$ cat src/rtl/logic_pod_pkg.sv
// rtl/logic_pod_pkg.sv - shared types for the logic pod capture sequencer
package logic_pod_pkg;

  typedef enum logic [2:0] {
    IDLE,
    PRE,
    WAIT,
    POST,
    DONE
  } capture_state_t;

  localparam int LOGIC_POD_SAMPLE_BITS = 16;

endpackage

$ cat src/rtl/logic_pod_trigger_match.sv
// rtl/logic_pod_trigger_match.sv - registered mask/match compare with rising-edge detect
module logic_pod_trigger_match (
  input  logic       clk,
  input  logic       rst,
  input  logic       clear,
  input  logic [7:0] p,
  input  logic [7:0] mask,
  input  logic [7:0] match,
  output logic       trig_event
);

  logic hit;
  logic hit_prev;

  // hit is registered alongside the sample register, so trig_event lines up with the write of that sample
  always_ff @(posedge clk) begin
    if (rst) begin
      hit      <= 1'b0;
      hit_prev <= 1'b1;
    end else begin
      hit      <= ((p & mask) == (match & mask));
      hit_prev <= clear ? 1'b1 : hit;
    end
  end

  assign trig_event = hit && !hit_prev;

endmodule

$ cat src/rtl/logic_pod_capture_sequencer.sv
// rtl/logic_pod_capture_sequencer.sv - arm/pretrigger/trigger/posttrigger capture control for one pod
module logic_pod_capture_sequencer
  import logic_pod_pkg::*;
#(
  parameter int ADDR_BITS = 12
) (
  input  logic                             clk_312p5mhz,
  input  logic                             rst,
  input  logic                             arm,
  input  logic                             abort,
  input  logic [ADDR_BITS-1:0]             pretrig_depth,
  input  logic [ADDR_BITS-1:0]             posttrig_depth,
  input  logic [7:0]                       trig_mask,
  input  logic [7:0]                       trig_match,
  input  logic [7:0]                       p_in,
  input  logic [7:0]                       n_in,
  output logic                             buf_wr_en,
  output logic [ADDR_BITS-1:0]             buf_wr_addr,
  output logic [LOGIC_POD_SAMPLE_BITS-1:0] buf_wr_data,
  output logic                             busy,
  output logic                             triggered,
  output logic                             done,
  output logic                             cfg_err,
  output logic [ADDR_BITS-1:0]             trig_addr
);

  localparam logic [ADDR_BITS+1:0] DEPTH = {2'b01, {ADDR_BITS{1'b0}}};

  capture_state_t state, next_state;

  logic [ADDR_BITS-1:0]             addr;
  logic [ADDR_BITS:0]               count;
  logic [ADDR_BITS:0]               count_inc;
  logic [ADDR_BITS-1:0]             pre_q;
  logic [ADDR_BITS-1:0]             post_q;
  logic [7:0]                       mask_q;
  logic [7:0]                       match_q;
  logic [LOGIC_POD_SAMPLE_BITS-1:0] sample;
  logic [ADDR_BITS+1:0]             span;
  logic                             cfg_bad;
  logic                             arm_idle;
  logic                             arm_accept;
  logic                             trig_event;

  assign span       = {2'b00, pretrig_depth} + {2'b00, posttrig_depth} + (ADDR_BITS+2)'(1);
  assign cfg_bad    = span > DEPTH;
  assign arm_idle   = arm && !abort && (state == IDLE || state == DONE);
  assign arm_accept = arm_idle && !cfg_bad;
  assign count_inc  = count + (ADDR_BITS+1)'(1);

  // The arm cycle's sample is compared against the incoming config, not the stale latched one
  logic_pod_trigger_match u_trigger_match (
    .clk        (clk_312p5mhz),
    .rst        (rst),
    .clear      (arm_accept),
    .p          (p_in),
    .mask       (arm_accept ? trig_mask : mask_q),
    .match      (arm_accept ? trig_match : match_q),
    .trig_event (trig_event)
  );

  always_ff @(posedge clk_312p5mhz) begin
    if (rst) state <= IDLE;
    else     state <= next_state;
  end

  always_comb begin
    next_state = state;
    if (abort) begin
      next_state = IDLE;
    end else begin
      case (state)
        IDLE, DONE: if (arm) next_state = cfg_bad ? IDLE : ((pretrig_depth == '0) ? WAIT : PRE);
        PRE:        if (count_inc == {1'b0, pre_q}) next_state = WAIT;
        WAIT:       if (trig_event) next_state = (post_q == '0) ? DONE : POST;
        POST:       if (count_inc == {1'b0, post_q}) next_state = DONE;
        default:    next_state = IDLE;
      endcase
    end
  end

  always_ff @(posedge clk_312p5mhz) begin
    if (rst) begin
      sample    <= '0;
      addr      <= '0;
      count     <= '0;
      pre_q     <= '0;
      post_q    <= '0;
      mask_q    <= '0;
      match_q   <= '0;
      trig_addr <= '0;
      triggered <= 1'b0;
      cfg_err   <= 1'b0;
    end else begin
      sample <= {n_in, p_in};
      if (abort) begin
        triggered <= 1'b0;
      end else begin
        case (state)
          IDLE, DONE: begin
            if (arm_idle) begin
              triggered <= 1'b0;
              cfg_err   <= cfg_bad;
              if (!cfg_bad) begin
                pre_q   <= pretrig_depth;
                post_q  <= posttrig_depth;
                mask_q  <= trig_mask;
                match_q <= trig_match;
                addr    <= '0;
                count   <= '0;
              end
            end
          end
          PRE: begin
            addr  <= addr + ADDR_BITS'(1);
            count <= (count_inc == {1'b0, pre_q}) ? '0 : count_inc;
          end
          WAIT: begin
            addr <= addr + ADDR_BITS'(1);
            if (trig_event) begin
              trig_addr <= addr;
              triggered <= 1'b1;
              count     <= '0;
            end
          end
          POST: begin
            addr  <= addr + ADDR_BITS'(1);
            count <= count_inc;
          end
          default: ;
        endcase
      end
    end
  end

  assign busy        = (state == PRE) || (state == WAIT) || (state == POST);
  assign buf_wr_en   = busy;
  assign done        = (state == DONE);
  assign buf_wr_addr = addr;
  assign buf_wr_data = sample;

endmodule

$ cat config.mk
export PLATFORM = sky130hd
export DESIGN_NAME = logic_pod_capture_sequencer
export DESIGN_NICKNAME = d
export VERILOG_FILES = /design/src/rtl/logic_pod_pkg.sv /design/src/rtl/logic_pod_trigger_match.sv /design/src/rtl/logic_pod_capture_sequencer.sv
export SDC_FILE = /design/constraint.sdc
export NUM_CORES = 1
export LEC_CHECK = 0
export CAP_MARGIN = 10
export CORE_MARGIN = 2
export CORE_UTILIZATION = 55
export CTS_CLUSTER_DIAMETER = 80
export CTS_CLUSTER_SIZE = 16
export DETAILED_ROUTE_END_ITERATION = 10
export GPL_ROUTABILITY_DRIVEN = 0
export PLACE_DENSITY = 0.83
export REMOVE_ABC_BUFFERS = 1
export SLEW_MARGIN = 25
export SYNTH_ARGS = -nofsm -noshare
export SYNTH_HDL_FRONTEND = slang
export SYNTH_SLANG_ARGS = --single-unit
$ cat constraint.sdc
create_clock -name clk_312p5mhz -period 7.5 [get_ports clk_312p5mhz]
set_clock_uncertainty 0.2 [all_clocks]
set_input_delay 2.25 -clock clk_312p5mhz [delete_from_list [all_inputs] [get_ports clk_312p5mhz]]
set_output_delay 2.25 -clock clk_312p5mhz [all_outputs]
set_load 0.02 [all_outputs]
==> results of run 1 <==
## layout make-up
| class | count | area (sq um) |
|---|---|---|
| Multi-Input combinational cell | 563 | 3670 |
| Fill cell | 868 | 3230 |
| Sequential cell | 100 | 2000 |
| Timing Repair Buffer | 111 | 1090 |
| Tap cell | 136 | 170 |
| Clock buffer | 13 | 149 |
| Clock inverter | 3 | 68.8 |
| Inverter | 9 | 33.8 |
## how the worst max path moves through the flow
stage                                to  slack [ps]
2_1_floorplan  u_trigger_match.hit_prev        1800
3_3_place_gp                 match_q[1]        1090
3_5_place_dp                  mask_q[1]         930
4_1_cts                       mask_q[1]        1330
5_1_grt                       mask_q[1]        1030
6_report                      mask_q[1]        1220
## where the power goes
group	switching (mW)	internal [mW]	total (mW)
registers	0.0126	0.548	0.561
logic	0.140	0.102	0.242
clock network	0.189	0.199	0.389
## per-stage QoR
| step | utilization | total power [mW] | cell area (sq um) | setup WS, ps | cells |
|---|---|---|---|---|---|
| floorplan | - | 0.704 | 5680 | 1800 | 672 |
| global placement | 0.668 | 0.803 | 6960 | 1090 | 919 |
| detailed placement | 0.668 | 0.809 | 6960 | 932 | 919 |
| CTS | 0.689 | 1.19 | 7180 | 1330 | 935 |
| global route | 0.690 | 1.24 | 7190 | 1030 | 935 |
| finish | 0.690 | 1.19 | 7190 | 1220 | 935 |
## flip-flops by register name (all words and copies together) (netlist names)
register	flops
buf_wr_addr	12
buf_wr_data	16
cfg_err	1
count	13
mask_q	8
match_q	8
post_q	12
pre_q	12
state	3
trig_addr	12
triggered	1
u_trigger_match.hit	1
u_trigger_match.hit_prev	1
## cell usage in the layout, fill, tap and decap left out, types with 13 or more instances in the layout
master and count:
a21o_1 13, a21oi_1 81, clkdlybuf4s50_1 103, dfxtp_1 100
ha_1 14, mux2i_1 19, nand2_1 21, nand3_1 63
nor2_1 38, nor2b_1 26, nor3_1 15, o21ai_0 79
xnor2_1 23, xor2_1 27
## cell families after synthesis
kind of cell | Yosys count | share of synthesized area
mux | 21 | 0.0358
buf+inv | 70 | 0.0505
compound gates | 236 | 0.240
xor+xnor | 53 | 0.0854
simple gates | 238 | 0.219
flops | 100 | 0.336
fa+ha+maj | 15 | 0.0328
## critical path, stage by stage
cell	delay, ps
clkdlybuf4s50_1	470
inv_1	110
ha_1	170
inv_1	50
fa_1	420
a21o_1	220
nand4_2	110
a21oi_2	80
or4_4	520
a2111oi_4	490
a21o_1	850
buf_4	350
nand3_1	110
a21oi_1	160
## per-layer routing
metal / up-vias / GRT usage / share of wire
li1: 2792 / - / -
met1: 2745 / 0.370 / 0.43
met2: 234 / 0.460 / 0.49
met3: 38 / 0.0530 / 0.059
met4: 0 / 0.0925 / 0.022
met5: - / 0 / 0
==> results by group, run 1 <==
Timing
  – Worst Tran Pin Value: approximately 1000 ps
  – Slew margin rel.: 0.329
  – Setup_tns: 0 ps
  – Tmin final: 6280 ps
  – Fin Hold WS: 275 ps
  – Fin. Hold Viols: 0
  – Final slew viol count: 0
  – FMAX: ~160 MHz
  – Fin crit share: 0.838
  – # setup viols final: 0
  – RSZ-0062 raised after global routing: no

Die
  – Die Wd: approximately 110 microns
  – Initial Utilization: 0.571
  – Die Span Y: 108 microns
  – Die Area: 11700 sq um
  – # rows: 37
  – Core area: 10400 sq um
  – I/O pins: around 110

Synth
  – Number of synthesized flops with an enable pin: 0
  – Synth area leaders: dfxtp_1 34%, a21oi_1 6.9%, o21ai_0 6.6%
  – Top FF cell, synth: dfxtp_1
  – Mapped cell area: 5950 sq um
  – Synth cell count leaders: 100 x dfxtp_1, 82 x a21oi_1, 79 x o21ai_0
  – Sequential share of the synthesized area: 0.336
  – Syn Area/Cell: 8.12 sq um
  – Syn Inst Count: 733
  – Yosys warning total: 0
  – Post-synth cell types: 65
  – Share of flip-flops with an asynchronous set or reset: 0
  – Yosys reg bits: 100
  – Synth top area share: 0.336
  – Post-synth top area cell: dfxtp_1
  – Most frequent cell after synthesis: dfxtp_1

Route
  – Total Wirelength: 16.1 mm
  – Pre-antenna DRT Iters: 5
  – Iteration-0 DRC Markers: 536
  – Vias post-DR: 5809
  – Final ANT Viol Nets: 0
  – DRC: 0
  – Via density: 6.21
  – Drt wl/cell: 17.2 microns

Clock network
  – Post-CTS Setup Bufs: 0
  – Hold Buf Count CTS: 0
  – Root Driver: clkbuf_8
  – CTS resizes: 0
  – CTS tree: done
  – Worst-Skew Late Latency: approximately 370 ps
  – CTS H-tree lvls: 3
  – Clock buffer depth: 2
  – Total CTS buffers: 9
  – Reg clk slew, reported paths: about 100 ps
  – CTS Sinks: 100

Worst setup path
  – Req. time, crit path: 7600 ps
  – Kind of critical path: in2reg
  – Critical Path Start Type: input pin
  – Reg-to-reg endpoint: state[2]
  – Worst R2R Setup Slack: 3900 ps
  – CP Capture Type: flop
  – CP arrival: 6390 ps
  – Worst Reg-to-Reg Cells: 9
  – Worst r2r src: count[0]
  – Worst setup path start: pretrig_depth[0]
  – Crit-path max FO: 31

Global routing
  – Largest net degree at the start of global routing: 104
  – Gr usage total: 0.280
  – Initial antenna violation count: 0
  – Vias in the first global route: 5522
  – Global-route wire length before repair: ~26 mm
  – Gr ovfl total: 0

Finish
  – Total Nets Final: 869
  – Fraction of layout cells with a size suffix above 1: 0.0488
  – Area Growth Syn to Fin: 20.8%
  – Ant diodes: 0

Power
  – Lkg Pwr: 2.48 nW
  – Pwr per Cell Area: ~170 nW/um^2
  – Peak VDD IR: ~110 uV

Placed design
  – Port Buffer Count: 104
  – Detailed placer's ending HPWL: around 11 mm

Min path
  – Hold Path Sink: u_trigger_match.hit_prev
  – Hold path cells: 1
  – Hold WC Path Type: reg2reg
  – HP Start: u_trigger_match.hit

Status
  – Status: complete, no violations

Job
  – Max Cap Violations: 0
(Power assumes the default switching activity.)
==> inputs of run 2 (changes only) <==
--- a/config.mk
+++ b/config.mk
@@ -7,12 +7,12 @@
 export LEC_CHECK = 0
 export CAP_MARGIN = 10
 export CORE_MARGIN = 2
-export CORE_UTILIZATION = 55
+export CORE_UTILIZATION = 48
 export CTS_CLUSTER_DIAMETER = 80
 export CTS_CLUSTER_SIZE = 16
 export DETAILED_ROUTE_END_ITERATION = 10
 export GPL_ROUTABILITY_DRIVEN = 0
-export PLACE_DENSITY = 0.83
+export PLACE_DENSITY = 0.77
 export REMOVE_ABC_BUFFERS = 1
 export SLEW_MARGIN = 25
 export SYNTH_ARGS = -nofsm -noshare
==> constraint.sdc (replaced) <==
create_clock -name clk_312p5mhz -period 5.4 [get_ports clk_312p5mhz]
set_clock_uncertainty 0.2 [all_clocks]
set_input_delay 1.62 -clock clk_312p5mhz [delete_from_list [all_inputs] [get_ports clk_312p5mhz]]
set_output_delay 1.62 -clock clk_312p5mhz [all_outputs]
set_load 0.02 [all_outputs]
==> results by group, run 2 (synthesis results as in run 1) <==
Route
  – Pre-antenna DRT Iters: 5 (unchanged)
  – Final ANT Viol Nets: 0 (unchanged)
  – Vias post-DR: 5867 (+1.0%)
  – Drt wl/cell: 16.9 microns (-1.7%)
  – Via density: 6.02 (-3.1%)
  – DRC: 0 (unchanged)
  – Iteration-0 DRC Markers: 538 (+0.37%)
  – Total Wirelength: 16.5 mm (+2.5%)

Global routing
  – Vias in the first global route: 5512 (-0.18%)
  – Global-route wire length before repair: 27.0 mm (+2.0%)
  – Initial antenna violation count: 0 (unchanged)
  – Largest net degree at the start of global routing: 63 (-39%)
  – Gr ovfl total: 0 (unchanged)
  – Gr usage total: 0.250 (-0.0297)

Worst setup path
  – CP Capture Type: flop
  – CP arrival: 5060 ps (-1330 ps)
  – Crit-path max FO: 4 (-87%)
  – Kind of critical path: in2reg
  – Req. time, crit path: 5470 ps (-2130 ps)
  – Critical Path Start Type: input pin

Placed design
  – Detailed placer's ending HPWL: 12.0 mm (+5.1%)
  – Cells after DPL: 959 (+4.4%)
  – Port Buffer Count: 104 (unchanged)

Finish
  – Post-route insts no fill: 975 (+4.3%)
  – Max reg flops: 16 (unchanged)
  – Area Growth Syn to Fin: 24.0%
  – Total Nets Final: 877 (+0.92%)
  – Most frequent cells in the layout: 103 x clkdlybuf4s50_1, 100 x dfxtp_1, 81 x a21oi_1
  – Fraction of layout cells with a size suffix above 1: 0.0620 (+0.0131)
  – Most common cell after layout, fill and taps aside: clkdlybuf4s50_1
  – Ant diodes: 0 (unchanged)

Clock network
  – Post-CTS Setup Bufs: 0 (unchanged)
  – Reg clk slew, reported paths: 80 ps (-20 ps)
  – CTS tree: done
  – Total CTS buffers: 9 (unchanged)
  – Root Driver: clkbuf_16
  – Hold Buf Count CTS: 0 (unchanged)
  – CTS resizes: 0 (unchanged)
  – CTS H-tree lvls: 3 (unchanged)
  – Worst-Skew Late Latency: 360 ps (about the same)
  – CTS Sinks: 100 (unchanged)
  – Clock buffer depth: 2 (unchanged)

Timing
  – Tmin final: 4990 ps
  – RSZ-0062 raised after global routing: no
  – Worst Tran Pin Value: 772 ps (-235 ps)
  – Setup_tns: 0 ps (unchanged)
  – Slew margin rel.: 0.485 (+0.156)
  – # setup viols final: 0 (unchanged)
  – FMAX: 200 MHz
  – Final slew viol count: 0 (unchanged)
  – Fin crit share: 0.925
  – Fin. Hold Viols: 0 (unchanged)

Die
  – Die Span Y: 115 microns (+6.8%)
  – Core area: 12100 sq um (+16%)
  – I/O pins: 105 (unchanged)
  – Die Area: 13300 sq um (+14%)
  – # rows: 40 (+8.1%)
  – Initial Utilization: 0.493 (-0.0779)
  – Die Wd: 115 microns (+6.8%)

Power
  – Pwr per Cell Area: 238 nW/um^2 (+43%)
  – Power Total: 1.75 mW (+47%)
  – Peak VDD IR: 164 uV (+48%)
  – Lkg Pwr: 2.55 nW (+2.9%)

Status
  – Status: complete, no violations

Job
  – Max Cap Violations: 0 (unchanged)

Min path
  – Hold WC Path Type: reg2reg
==> run 2: path summary, 6_finish.rpt <==
check | from | depth (start not counted) | endpoint | slack, ps
worst max-delay path | pretrig_depth[0] | 14 | buf_wr_addr[2] | 410
worst min-delay path | u_trigger_match.hit | 1 | u_trigger_match.hit_prev | 250
worst max register to register | count[0] | 9 | state[1] | 1850
worst min register to register | u_trigger_match.hit | 1 | u_trigger_match.hit_prev | 250
==> run 2: layout make-up <==
cell class	instances	area, sq um
clock buffers	9	225
clock inverters	7	61.3
fillers	1037	4690
inverters	9	33.8
multi-input cells	563	3670
flip-flops and latches	100	2000
well taps	168	210
repair buffers	119	1180
==> run 2: critical path: stages <==
cell	delay, ps
clkdlybuf4s50_1	440
inv_1	80
ha_1	160
inv_1	60
fa_1	420
a21o_1	230
nand4_2	110
a21oi_2	70
or4_4	520
a2111oi_4	400
buf_4	190
a21oi_4	60
or4_4	490
a311oi_2	200
==> run 2: power by group <==
group	total, mW	internal, mW	switching, mW
Combinational	0.350	0.152	0.198
Sequential	0.779	0.761	0.0178
Clock	0.626	0.320	0.306
==> run 2: routing by layer <==
metal	global-route usage	share of wire	routed length, microns	up-vias
met3	0.0485	0.064	1060	27
li1	-	-	-	2821
met2	0.416	0.50	8180	258
met1	0.328	0.42	6990	2761
met5	0	0	0	-
met4	0.0779	0.014	236	0
==> run 2: per-stage QoR <==
step                setup WS (ps)  hold WS, ps  cell area [sq um]   util
detailed placement           33.9          243               7090  0.587
finish                        406          255               7380  0.612
floorplan                     332          217               5680      -
CTS                           405          260               7370  0.611
global route                  266          285               7380  0.612
global placement              122          234               7090  0.587
==> inputs of run 3 (changes only) <==
==> constraint.sdc (replaced) <==
create_clock -name clk_312p5mhz -period 4.19 [get_ports clk_312p5mhz]
set_clock_uncertainty 0.2 [all_clocks]
set_input_delay 1.257 -clock clk_312p5mhz [delete_from_list [all_inputs] [get_ports clk_312p5mhz]]
set_output_delay 1.257 -clock clk_312p5mhz [all_outputs]
set_load 0.02 [all_outputs]
==> results by group, run 3 (synthesis results as in run 1) <==
Clock network
  – CTS Sinks: 100 (unchanged)
  – Hold Buf Count CTS: 0 (unchanged)
  – Worst-Skew Late Latency: 340 ps (-20 ps)
  – Total CTS buffers: 9 (unchanged)
  – Clock buffer depth: 2 (unchanged)
  – Reg clk slew, reported paths: 70 ps (about the same)
  – CTS H-tree lvls: 3 (unchanged)
  – CTS tree: done
  – Root Driver: clkbuf_16

Worst setup path
  – Worst Reg-to-Reg Cells: 9 (unchanged)
  – Worst r2r src: count[0]
  – Worst R2R Setup Slack: 580 ps (-1270 ps)
  – Req. time, crit path: 4240 ps (-1230 ps)
  – Critical Path Start Type: input pin
  – Worst path top cell family by delay: simple AND/OR/NAND/NOR gates
  – Kind of critical path: in2reg
  – CP arrival: 4240 ps (-820 ps)
  – Slowest CP cell: clkdlybuf4s50_1
  – Crit-path max FO: 4 (unchanged)
  – Crit-path most repeated cell: or4_4
  – CP Cell Sequence: clkdlybuf4s50_1 > ha_4 > and3_4 > nand2_1 > a21oi_2 > or4_4 > a2111oi_4 > buf_4 > a21oi_4 > or4_4 > a311oi_2
  – Slowest stage delay, CP: 540 ps (+20 ps)
  – Worst Path Buf+Inv: 2 (-2)
  – CP Capture Type: flop
  – Reg-to-reg endpoint: state[2]

Global routing
  – Gr usage total: 0.261 (+0.0111)
  – Global-route wire length before repair: 28.2 mm (+4.7%)
  – Gr ovfl total: 0 (unchanged)
  – Largest net degree at the start of global routing: 63 (unchanged)
  – Vias in the first global route: 5897 (+7.0%)
  – Initial antenna violation count: 0 (unchanged)

Finish
  – Max reg flops: 16 (unchanged)
  – Total Nets Final: 937 (+6.8%)
  – Ant diodes: 0 (unchanged)
  – Fraction of layout cells with a size suffix above 1: 0.163 (+0.101)
  – Post-route insts no fill: 1035 (+6.2%)
  – Reg area: 2000 sq um (unchanged)
  – # fillers: 953 (-8.1%)
  – Multi-input logic area: 3840 sq um (+4.8%)
  – Most common cell after layout, fill and taps aside: dfxtp_1
  – Most frequent cells in the layout: 100 x dfxtp_1, 88 x clkdlybuf4s50_1, 79 x a21oi_1
  – Area Growth Syn to Fin: 36.0%

Route
  – Final ANT Viol Nets: 0 (unchanged)
  – Total Wirelength: 17.8 mm (+8.1%)
  – Pre-antenna DRT Iters: 5 (unchanged)
  – Vias post-DR: 6207 (+5.8%)
  – DRC: 0 (unchanged)
  – Drt wl/cell: 17.2 microns (+1.8%)
  – Via density: 6.00 (-0.34%)
  – Iteration-0 DRC Markers: 503 (-6.5%)

Timing
  – Final slew viol count: 0 (unchanged)
  – FMAX: 239 MHz
  – # setup viols final: 0 (unchanged)
  – Slew margin rel.: 0.473 (-0.0120)
  – Fin Hold WS: 250 ps (-4.67 ps)
  – Worst Tran Pin Value: 771 ps (-1.04 ps)
  – Fin. Hold Viols: 0 (unchanged)
  – Fin crit share: 1.00
  – Setup_tns: 0 ps (unchanged)
  – RSZ-0062 raised after global routing: yes
  – Final WS setup: 1.92 ps (-404 ps)
  – Tmin final: 4190 ps

Job
  – Max Cap Violations: 0 (unchanged)

Die
  – Die Wd: 115 microns (unchanged)
  – Core area: 12100 sq um (unchanged)
  – I/O pins: 105 (unchanged)
  – Initial Utilization: 0.493 (unchanged)
  – Die Area: 13300 sq um (unchanged)
  – Die Span Y: 115 microns (unchanged)
  – # rows: 40 (unchanged)

Power
  – Pwr per Cell Area: 305 nW/um^2 (+28%)
  – Lkg Pwr: 2.98 nW (+17%)
  – Peak VDD IR: 181 uV (+10%)

Min path
  – Hold WC Path Type: reg2reg
  – Hold path cells: 1 (unchanged)
  – HP Start: u_trigger_match.hit
  – Hold Path Sink: u_trigger_match.hit_prev

Placed design
  – Detailed placer's ending HPWL: 12.6 mm (+4.7%)
  – Port Buffer Count: 104 (unchanged)
  – Dpl ws: -773 ps (-807 ps)
  – Cells after DPL: 1007 (+5.0%)

Status
  – Status: complete, no violations
==> run 3: cell count changes in the layout (fill, tap and decap cells not counted), moves of 9 or more <==
| cell | previous run | this run |
|---|---|---|
| buf_4 | 14 | 71 |
| clkdlybuf4s50_1 | 103 | 88 |
| dlymetal6s2s_1 | 0 | 11 |
| ha_1 | 14 | 5 |
| ha_4 | 0 | 9 |
==> run 3: report_power, final <==
part	switching [mW]	internal, mW
combinational	0.290	0.273
clock	0.370	0.526
sequential	0.0228	0.982
total	0.683	1.78
==> run 3: layout make-up <==
cell class | count | area share
flip-flops and latches | 100 | 0.247
well taps | 168 | 0.0260
multi-input cells | 563 | 0.475
clock inverters | 7 | 0.0121
inverters | 9 | 0.00418
repair buffers | 179 | 0.207
clock buffers | 9 | 0.0278
==> run 3: worst reg2reg max path, delay by kind of cell (launching register included) <==
kind	cells	cell delay, ps
AOI/OAI and AO/OA	6	2080
xor gates and xnor gates	1	150
adders and majority gates	1	330
DFF	1	490
and+or+nand+nor	1	310
==> run 3: timing repair <==
action | 4_1_cts | 5_1_grt
gates cloned | 1 | 0
pin swaps | 13 | 17
endpoints found under the setup margin | 70 | 61
setup buffers | 7 | 4
resized for setup | 21 | 41
==> run 3: worst max-delay path by stage <==
stage | start | end | slack [ps] | cells after the start
CTS | pretrig_depth[8] | buf_wr_addr[2] | -1 | 11
detailed placement | pretrig_depth[0] | buf_wr_addr[2] | -770 | 14
floorplan | pretrig_depth[0] | u_trigger_match.hit_prev | -520 | 12
global placement | pretrig_depth[0] | buf_wr_addr[2] | -680 | 14
finish | pretrig_depth[9] | buf_wr_addr[2] | 2 | 11
global route | pretrig_depth[0] | buf_wr_addr[2] | -60 | 14
==> run 3: per-layer routing <==
layer	part of all wire	global-route usage	wire length [microns]	vias to the layer above
li1	-	-	-	2930
met1	0.42	0.336	7390	2963
met2	0.50	0.439	8900	270
met3	0.062	0.0532	1110	44
met4	0.022	0.0819	398	0
met5	0	0	0	-
==> run 3: stage by stage <==
| stage | utilization | total power [mW] | cell area [sq um] |
|---|---|---|---|
| finish | 0.671 | 2.46 | 8090 |
| global route | 0.671 | 2.56 | 8090 |
| CTS | 0.657 | 2.45 | 7920 |
| detailed placement | 0.617 | 1.52 | 7450 |
| global placement | 0.617 | 1.50 | 7450 |
| floorplan | - | 1.26 | 5680 |
